### src/rtl/regfile_mp_if.sv
// ----------------------------------------------------------------------------
// regfile_mp_if
// Bundle of all non-clock signals of the multi-port register file.
//   master : decode / writeback side (drives addresses, writes, claim, flush)
//   slave  : the register file itself
// Signals (flat packing, port p at [p*W +: W]):
//   rd_addr/rd_data/rd_ready  : combinational read ports
//   wr_en/wr_addr/wr_data     : write ports (higher index wins on conflict)
//   claim_en/claim_addr       : mark a destination register pending
//   flush                     : clear every pending bit
//   busy_count                : number of pending registers
// ----------------------------------------------------------------------------
interface regfile_mp_if #(
    parameter int ADDRESS_WIDTH = 5,
    parameter int DATA_WIDTH    = 32,
    parameter int READ_PORTS    = 2,
    parameter int WRITE_PORTS   = 2
);
    localparam int DEPTH = 2 ** ADDRESS_WIDTH;
    localparam int CNT_W = $clog2(DEPTH + 1);

    logic [READ_PORTS*ADDRESS_WIDTH-1:0]  rd_addr;
    logic [READ_PORTS*DATA_WIDTH-1:0]     rd_data;
    logic [READ_PORTS-1:0]                rd_ready;
    logic [WRITE_PORTS-1:0]               wr_en;
    logic [WRITE_PORTS*ADDRESS_WIDTH-1:0] wr_addr;
    logic [WRITE_PORTS*DATA_WIDTH-1:0]    wr_data;
    logic                                 claim_en;
    logic [ADDRESS_WIDTH-1:0]             claim_addr;
    logic                                 flush;
    logic [CNT_W-1:0]                     busy_count;

    modport master (
        output rd_addr, wr_en, wr_addr, wr_data, claim_en, claim_addr, flush,
        input  rd_data, rd_ready, busy_count
    );

    modport slave (
        input  rd_addr, wr_en, wr_addr, wr_data, claim_en, claim_addr, flush,
        output rd_data, rd_ready, busy_count
    );
endinterface

### src/rtl/regfile_mp.sv
// ----------------------------------------------------------------------------
// regfile_mp
// Multi-port integer register file with write-through bypass, optional
// hardwired-zero register 0 and a per-register pending scoreboard.
// Ports:
//   clk  : clock, all state on rising edge
//   rst  : asynchronous active-high reset (data, pending, busy count -> 0)
//   bus  : regfile_mp_if.slave (read/write ports, claim, flush, busy_count)
// ----------------------------------------------------------------------------

// One combinational read port: zero-register override, then bypass from the
// current write ports, then the stored value with scoreboard-based ready.
module regfile_mp_rdport #(
    parameter int ADDRESS_WIDTH = 5,
    parameter int DATA_WIDTH    = 32,
    parameter int WRITE_PORTS   = 2,
    parameter int ZERO_REG      = 1,
    parameter int BYPASS        = 1
) (
    input  logic [ADDRESS_WIDTH-1:0]                  addr_i,
    input  logic [DATA_WIDTH-1:0]                     arr_data_i,
    input  logic                                      pend_i,
    input  logic [WRITE_PORTS-1:0]                    wr_ok_i,
    input  logic [WRITE_PORTS-1:0][ADDRESS_WIDTH-1:0] wr_addr_i,
    input  logic [WRITE_PORTS-1:0][DATA_WIDTH-1:0]    wr_data_i,
    output logic [DATA_WIDTH-1:0]                     data_o,
    output logic                                      ready_o
);
    logic                  hit;
    logic [DATA_WIDTH-1:0] byp_data;

    always_comb begin
        hit      = 1'b0;
        byp_data = '0;
        // Ascending scan so the highest-index matching port is the one kept.
        for (int w = 0; w < WRITE_PORTS; w++) begin
            if (BYPASS != 0 && wr_ok_i[w] && wr_addr_i[w] == addr_i) begin
                hit      = 1'b1;
                byp_data = wr_data_i[w];
            end
        end

        if (ZERO_REG != 0 && addr_i == '0) begin
            data_o  = '0;
            ready_o = 1'b1;
        end else if (hit) begin
            data_o  = byp_data;
            ready_o = 1'b1;
        end else begin
            data_o  = arr_data_i;
            ready_o = !pend_i;
        end
    end
endmodule

module regfile_mp #(
    parameter int ADDRESS_WIDTH = 5,
    parameter int DATA_WIDTH    = 32,
    parameter int READ_PORTS    = 2,
    parameter int WRITE_PORTS   = 2,
    parameter int ZERO_REG      = 1,
    parameter int BYPASS        = 1
) (
    input  logic          clk,
    input  logic          rst,
    regfile_mp_if.slave   bus
);
    localparam int DEPTH = 2 ** ADDRESS_WIDTH;
    localparam int CNT_W = $clog2(DEPTH + 1);

    logic [DEPTH-1:0][DATA_WIDTH-1:0] mem_q, mem_d;
    logic [DEPTH-1:0]                 pend_q, pend_d;
    logic [CNT_W-1:0]                 busy_q, busy_d;

    logic [WRITE_PORTS-1:0][ADDRESS_WIDTH-1:0] wr_addr_w;
    logic [WRITE_PORTS-1:0][DATA_WIDTH-1:0]    wr_data_w;
    logic [READ_PORTS-1:0][ADDRESS_WIDTH-1:0]  rd_addr_w;
    logic [READ_PORTS-1:0][DATA_WIDTH-1:0]     rd_data_w;
    logic [READ_PORTS-1:0]                     rd_ready_w;
    logic [WRITE_PORTS-1:0]                    wr_ok;
    logic                                      claim_ok;

    assign wr_addr_w = bus.wr_addr;
    assign wr_data_w = bus.wr_data;
    assign rd_addr_w = bus.rd_addr;

    // Writes and claims aimed at a hardwired zero register are dropped here,
    // so neither the array, the scoreboard nor the bypass ever sees them.
    always_comb begin
        for (int w = 0; w < WRITE_PORTS; w++) begin
            wr_ok[w] = bus.wr_en[w] && !(ZERO_REG != 0 && wr_addr_w[w] == '0);
        end
        claim_ok = bus.claim_en && !(ZERO_REG != 0 && bus.claim_addr == '0);
    end

    always_comb begin
        mem_d  = mem_q;
        pend_d = pend_q;
        // Later ports overwrite earlier ones: highest index wins.
        for (int w = 0; w < WRITE_PORTS; w++) begin
            if (wr_ok[w]) begin
                mem_d[wr_addr_w[w]]  = wr_data_w[w];
                pend_d[wr_addr_w[w]] = 1'b0;
            end
        end
        // Claim after release: a new producer supersedes the returning one.
        if (claim_ok) begin
            pend_d[bus.claim_addr] = 1'b1;
        end
        if (bus.flush) begin
            pend_d = '0;
        end
        // Full recount keeps busy_count equal to popcount by construction.
        busy_d = '0;
        for (int i = 0; i < DEPTH; i++) begin
            busy_d = busy_d + CNT_W'(pend_d[i]);
        end
    end

    always_ff @(posedge clk or posedge rst) begin
        if (rst) begin
            mem_q  <= '0;
            pend_q <= '0;
            busy_q <= '0;
        end else begin
            mem_q  <= mem_d;
            pend_q <= pend_d;
            busy_q <= busy_d;
        end
    end

    for (genvar p = 0; p < READ_PORTS; p++) begin : g_rd
        regfile_mp_rdport #(
            .ADDRESS_WIDTH (ADDRESS_WIDTH),
            .DATA_WIDTH    (DATA_WIDTH),
            .WRITE_PORTS   (WRITE_PORTS),
            .ZERO_REG      (ZERO_REG),
            .BYPASS        (BYPASS)
        ) u_rd (
            .addr_i     (rd_addr_w[p]),
            .arr_data_i (mem_q[rd_addr_w[p]]),
            .pend_i     (pend_q[rd_addr_w[p]]),
            .wr_ok_i    (wr_ok),
            .wr_addr_i  (wr_addr_w),
            .wr_data_i  (wr_data_w),
            .data_o     (rd_data_w[p]),
            .ready_o    (rd_ready_w[p])
        );
    end

    assign bus.rd_data    = rd_data_w;
    assign bus.rd_ready   = rd_ready_w;
    assign bus.busy_count = busy_q;
endmodule

### src/flat_wrapper.sv
// flat-port wrapper written by rule: the top's interface ports become plain ports
module regfile_mp_flat 
#(
    parameter int ADDRESS_WIDTH = 5,
    parameter int DATA_WIDTH    = 32,
    parameter int READ_PORTS    = 2,
    parameter int WRITE_PORTS   = 2,
    parameter int ZERO_REG      = 1,
    parameter int BYPASS        = 1
)
  (clk, rst, bus_rd_addr, bus_wr_en, bus_wr_addr, bus_wr_data, bus_claim_en, bus_claim_addr, bus_flush, bus_rd_data, bus_rd_ready, bus_busy_count);
  regfile_mp_if #(.ADDRESS_WIDTH(ADDRESS_WIDTH), .DATA_WIDTH(DATA_WIDTH), .READ_PORTS(READ_PORTS), .WRITE_PORTS(WRITE_PORTS)) bus_i ();
  input  logic clk;
  input  logic rst;
  input wire logic [$bits(bus_i.rd_addr)-1:0] bus_rd_addr;
  input wire logic [$bits(bus_i.wr_en)-1:0] bus_wr_en;
  input wire logic [$bits(bus_i.wr_addr)-1:0] bus_wr_addr;
  input wire logic [$bits(bus_i.wr_data)-1:0] bus_wr_data;
  input wire logic [$bits(bus_i.claim_en)-1:0] bus_claim_en;
  input wire logic [$bits(bus_i.claim_addr)-1:0] bus_claim_addr;
  input wire logic [$bits(bus_i.flush)-1:0] bus_flush;
  output wire logic [$bits(bus_i.rd_data)-1:0] bus_rd_data;
  output wire logic [$bits(bus_i.rd_ready)-1:0] bus_rd_ready;
  output wire logic [$bits(bus_i.busy_count)-1:0] bus_busy_count;
  assign bus_i.rd_addr = bus_rd_addr;
  assign bus_i.wr_en = bus_wr_en;
  assign bus_i.wr_addr = bus_wr_addr;
  assign bus_i.wr_data = bus_wr_data;
  assign bus_i.claim_en = bus_claim_en;
  assign bus_i.claim_addr = bus_claim_addr;
  assign bus_i.flush = bus_flush;
  assign bus_rd_data = bus_i.rd_data;
  assign bus_rd_ready = bus_i.rd_ready;
  assign bus_busy_count = bus_i.busy_count;
  regfile_mp #(.ADDRESS_WIDTH(ADDRESS_WIDTH), .DATA_WIDTH(DATA_WIDTH), .READ_PORTS(READ_PORTS), .WRITE_PORTS(WRITE_PORTS), .ZERO_REG(ZERO_REG), .BYPASS(BYPASS)) u_core (.clk(clk), .rst(rst), .bus(bus_i));
endmodule
### config.mk
export PLATFORM = sky130hd
export DESIGN_NAME = regfile_mp_flat
export DESIGN_NICKNAME = d
export VERILOG_FILES = /design/src/rtl/regfile_mp_if.sv /design/src/rtl/regfile_mp.sv /design/src/flat_wrapper.sv
export SDC_FILE = /design/constraint.sdc
export NUM_CORES = 2
export LEC_CHECK = 0
export ABC_CLOCK_PERIOD_IN_PS = 49700
export BUFFER_PORTS_ARGS = -buffer_cell sky130_fd_sc_hd__buf_2
export CAP_MARGIN = 15
export CORE_AREA = 2 2 394 279
export CTS_CLUSTER_SIZE = 8
export DETAILED_ROUTE_END_ITERATION = 10
export DIE_AREA = 0 0 396 281
export PLACE_DENSITY = 0.83
export SLEW_MARGIN = 20
export SYNTH_ARGS = -nofsm -noshare
export SYNTH_HDL_FRONTEND = slang
export SYNTH_SLANG_ARGS = --single-unit
### constraint.sdc
create_clock -name clk -period 49.7 [get_ports clk]
set_clock_uncertainty 0.15 [all_clocks]
set_input_delay 9.94 -clock clk [delete_from_list [all_inputs] [get_ports clk]]
set_output_delay 9.94 -clock clk [all_outputs]
set_load 0.05 [all_outputs]
## After elaboration in Yosys (flattened, before gate mapping)

Cells that the tools add are included.

- Add/sub/neg operators: 31
- Order comparisons: 8
- Equal/unequal tests: 4
- Multiplexer cells: 42
- Bitwise gates (word level): 5
- Reductions and logical operators: 20

Operators with widths:

| cell | number |
|---|---|
| 1024-bit bitwise mux | 2 |
| 1024-bit two-way mux | 2 |
| 32-bit two-way mux | 16 |
| 32-bit binary-select mux with 5-bit select | 2 |
| 32-bit demux with 5-bit select | 2 |
| 6-bit by 1-bit adder with 6-bit output | 30 |
| 32-bit bitwise AND | 2 |
| 32-bit inverter | 2 |
| 32-bit OR | 1 |
| 5-bit by 6-bit < comparator with 1-bit output (second input constant) | 5 |
| 5-bit logical NOT | 5 |
| 5-bit == test | 4 |
| 1-bit demux with 5-bit select | 3 |
| 5-bit by 1-bit greater-or-equal comparator with 1-bit output (second input constant) | 3 |
| 1-bit two-way mux | 13 |
| 1-bit binary-select mux with 5-bit select | 2 |
| 1-bit logical AND | 10 |
| 1-bit logical NOT | 5 |
| 1-bit by 1-bit adder with 2-bit output | 1 |

- Bits in registers: 1062
- Bits of input ports: 95
- Output and inout port bits: 72
- Word-level logic and storage cells: 144

## Longest topological paths before layout

- Depth after elaboration: 43
- Gate-level depth with buffers: 24
- Gate-level depth less buffers: 22

## Hierarchy

A second synthesis with hierarchy kept.

- Cell total of the unflattened synthesis: 7627
- Area total of the unflattened synthesis: 70605.2 um2

Modules (own cells, without submodules):

| module | times used | cells an instance | area each (um2) | seq. area each (um2) |
|---|---|---|---|---|
| regfile_mp | 1 | 7269 | 68010.2 | 26575.5 |
| regfile_mp_rdport | 2 | 179 | 1297.5 | 0.0 |

## Worst setup path after synthesis

Ideal clock, no wire load.

- Path type: input -> output
- From: input port bus_wr_addr[7]
- To: output port bus_rd_data[30]
- Data arrival time: 12.322 ns
- Data required time: 39.610 ns
- Setup slack: 27.288 ns
- Cell stages on the path: 8
- Path buffers: 3
- Path through: buf_2 or3_4 nor3_1 or4_1 buf_4 nand2_2 buf_2 o31ai_1

- Longest elaborated chain between the ends: 7
- Elaborated cells on any way between the ends: 9
- Those cells by class: 1 x eq/ne; 4 x mux; 4 x reduce/logical

Ends and longest elaborated chain:

| element | line | text |
|---|---|---|
| start: declaration | flat_wrapper.sv:17 | `input wire logic [$bits(bus_i.wr_addr)-1:0] bus_wr_addr;` |
| 5-bit logical NOT | regfile_mp.sv:91 | `wr_ok[w] = bus.wr_en[w] && !(ZERO_REG != 0 && wr_addr_w[w] == '0);` |
| 1-bit logical NOT | regfile_mp.sv:91 |  |
| 1-bit logical AND | regfile_mp.sv:91 |  |
| 1-bit logical AND * | regfile_mp.sv:37 | `if (BYPASS != 0 && wr_ok_i[w] && wr_addr_i[w] == addr_i) begin` |
| 32-bit two-way mux / 1-bit two-way mux (equally long branches) | regfile_mp.sv:37 |  |
| 32-bit two-way mux * | regfile_mp.sv:46 | `end else if (hit) begin` |
| 32-bit two-way mux * | regfile_mp.sv:43 | `if (ZERO_REG != 0 && addr_i == '0) begin` |
| end: declaration | flat_wrapper.sv:22 | `output wire logic [$bits(bus_i.rd_data)-1:0] bus_rd_data;` |

Every way passes the cells marked *; elsewhere a longest branch is shown, timed or not.

## Final worst setup path

- From: input port bus_rd_addr[1]
- To: output port bus_rd_data[16]

- Longest elaborated chain between the ends: 6
- Elaborated cells on any way between the ends: 13
- Those cells by class: 2 x eq/ne; 8 x mux; 3 x reduce/logical

Ends and longest elaborated chain:

| element | line | text |
|---|---|---|
| start: declaration | flat_wrapper.sv:15 | `input wire logic [$bits(bus_i.rd_addr)-1:0] bus_rd_addr;` |
| branches (longest 5 deep; another with 32-bit binary-select mux with 5-bit select) | -- |  |
| 32-bit two-way mux * | regfile_mp.sv:43 |  |

Mark *: on every way between the ends. The select of a mux whose other input is x is not followed.

==> results.yml <==
outcome:
  status: "finished with violations"
  violations: "DRC"
synth:
  synthDistinctLibCells: 65
  synthTopCellsByArea: "dfrtp_1, mux2i_1, mux4_2, mux2_2, a21oi_1"
  synth-edff-count: 0
  synth_top_area_share: 0.389
  ys_ff_latch: 1062
  synth.most_common_cell: "dfrtp_1"
  yosysSeqAreaShare: 0.389
  syn_area_per_cell_sq_um: 9.84
  synth_flop_cell: "dfrtp_1"
  synth_area_sq_um: 68300
  synthArstFlopShare: 1.00
  yosysWarnings: 0
  syn-instance-count: 6941
  synth_fp_nets: 7068
  yosysTopAreaCell: "dfrtp_1"
  synth.top_cells.by_count: "dfrtp_1, mux2i_1, nor2_1"
clocking:
  cts_tree: "yes"
  htreeDepth: 4
  cts_resized: 0
  clock_latency_ns: 0.80
  numClockSinks: 1062
  cts_buffers: 150
  postCtsSetupRepairBufs: 0
  clk_pin_slew_ns: 0.05
  cts-root-buf: "clkbuf_16"
  cts_buffer_depth: 3
  cts_hold_buf: 0
global_route:
  grtUsageMet1: 0.585
  grt_usage: 0.461
  grt.busiest_layer: "met2"
  gr-total-overflow: 0
  grt_start_max_net_pins: 169
  gr-usage-met3: 0.237
  grt_antenna_before_repair: 19
  grt_first_pass_wirelength_mm: 383
  met2_usage: 0.605
  grt_pass1_vias: 60600
worst_setup_path:
  start_kind: "input port"
  cp_data_required_time_ns: 39.61
  critPathArrivalTime_ns: 15.06
  path_class: "in -> out"
  crit_path_end_kind: "output pin"
  crit_path_max_fanout: 77
die:
  ioPinCount: 167
  core_area_sq_um: 108000
  rows: 101
  dieArea_sq_um: 111000
  initial_utilization: 0.635
  chipWidth_microns: 396
  fp.dieH_microns: 281
cells_and_area:
  fillers: 7699
  layout-drive-gt1-share: 0.203
  final_nets: 6588
  multi_input_area_sq_um: 38100
  area_growth_pct: 6.33
  final-seq-area_sq_um: 26600
pwr:
  vdd_ir_drop_max_v: 0.0000430
  leakage_nw: 31.4
  power_density_nw_per_um2: 41.3
  p_total_w: 0.00300
placement:
  portBuffers: 166
  hpwl_mm: 137
  gp_congestion: 0.925
timing:
  rsz0062_at_grt: "no"
  period_share: 0.506
  setup_violations: 0
  clock.fmax_mhz: 39.8
  slew_headroom: 0.140
  final_hold_viol_count: 0
  report.final.slew_viol_count: 0
  period_needed_ns: 25.15
  tns_ns: 0
  worst_pin_slew_ns: 1.29
min_path:
  hold_path_class: "reg -> reg"
run:
  maxCapViolCount: 0
route:
  drt_iter0_markers: 11900
  first_pass_iters: 11
  wire_per_inst_microns: 33.0
  ant_nets: 0
  viasPerCell: 7.85
  drt-total-wl_mm: 261
  drc: 8
  vias: 62200
==> logic make-up after synthesis <==
logic type	Yosys count	share of synthesized area
AOI/OAI and AO/OA	1734	0.155
muxes	1604	0.293
and+or+nand+nor	1520	0.0919
DFF	1062	0.389
buffers and inverters	966	0.0601
adders and majority gates	32	0.00850
xor gates and xnor gates	23	0.00295
==> metrics by stage <==
stage | hold WS, ns | cell area, sq um | util | cells | setup slack (ns)
after global placement | 0.228 | 68500 | 0.637 | 7748 | 24.20
after global routing | 0.254 | 72600 | 0.675 | 7920 | 24.42
after CTS | 0.244 | 72500 | 0.674 | 7913 | 24.74
final | 0.243 | 72600 | 0.675 | 7927 | 24.55
after detailed placement | 0.235 | 68500 | 0.637 | 7749 | 24.77
after floorplan | 0.292 | 68300 | - | 6941 | 9.72
==> final cells by class <==
type / count / share of cell area
inverters: 48 / 0.00259
diodes: 12 / 0.000414
clock inverters: 8 / 0.00148
multi-input cells: 4913 / 0.525
clock buffers: 156 / 0.0536
flip-flops and latches: 1062 / 0.366
well taps: 1442 / 0.0249
repair buffers: 286 / 0.0256
==> worst max-delay path, stage by stage <==
cell and delay, ns:
buf_8 0.52, buf_4 0.82, buf_4 0.91, buf_4 0.85, mux4_2 0.41, a22oi_1 0.30
nand2_1 0.13, a2111oi_0 0.64, nor2_1 0.10, buf_2 0.24
==> sequential cells by signal, summed over array words and instances, names as in the netlist <==
| signal | count |
|---|---|
| u_core.bus.busy_count | 6 |
| u_core.mem_q | 1024 |
| u_core.pend_q | 32 |
==> where the power goes <==
part | switching (W) | internal, W | total (W)
Combinational | 0.000412 | 0.000376 | 0.000788
Clock | 0.000395 | 0.000547 | 0.000943
Sequential | 0.000188 | 0.00108 | 0.00127
==> final timing paths <==
kind,startpoint,endpoint,cells past startpoint,slack (ns)
max,bus_rd_addr[1],bus_rd_data[16],10,24.55
min,u_core.mem_q[27],u_core.mem_q[27],0,0.24
max reg2reg,u_core.pend_q[1],u_core.bus.busy_count[4],18,44.02
min reg2reg,u_core.mem_q[27],u_core.mem_q[27],0,0.24
max in group asynchronous,rst,u_core.mem_q[80],6,36.25
min in group asynchronous,rst,u_core.mem_q[129],2,9.12
==> routing by layer <==
layer,share of wire,wire length [microns]
met1,0.34,89200
met3,0.19,49200
met2,0.39,101000
met5,0.00095,247
met4,0.081,21100
==> cells in the final DEF, fill, tap and decap left out, types with 13 or more instances in the layout <==
cell       instances
dfrtp_1         1062
mux2i_1          841
nor2_1           608
nand2_1          594
a21oi_1          538
mux2_2           499
o21ai_0          456
mux4_2           264
o22ai_1          250
a32oi_1          171
buf_2            163
clkbuf_16        155
nor3_1           133
a22oi_1          131
buf_4            111
a2111oi_0         64
o221ai_1          62
inv_1             47
nor2_4            27
o21ai_1           24
fa_1              24
nand2_4           23
nand3b_1          22
nor2b_1           19
a21o_1            17
nand2_2           13
(Power assumes the default switching activity.)
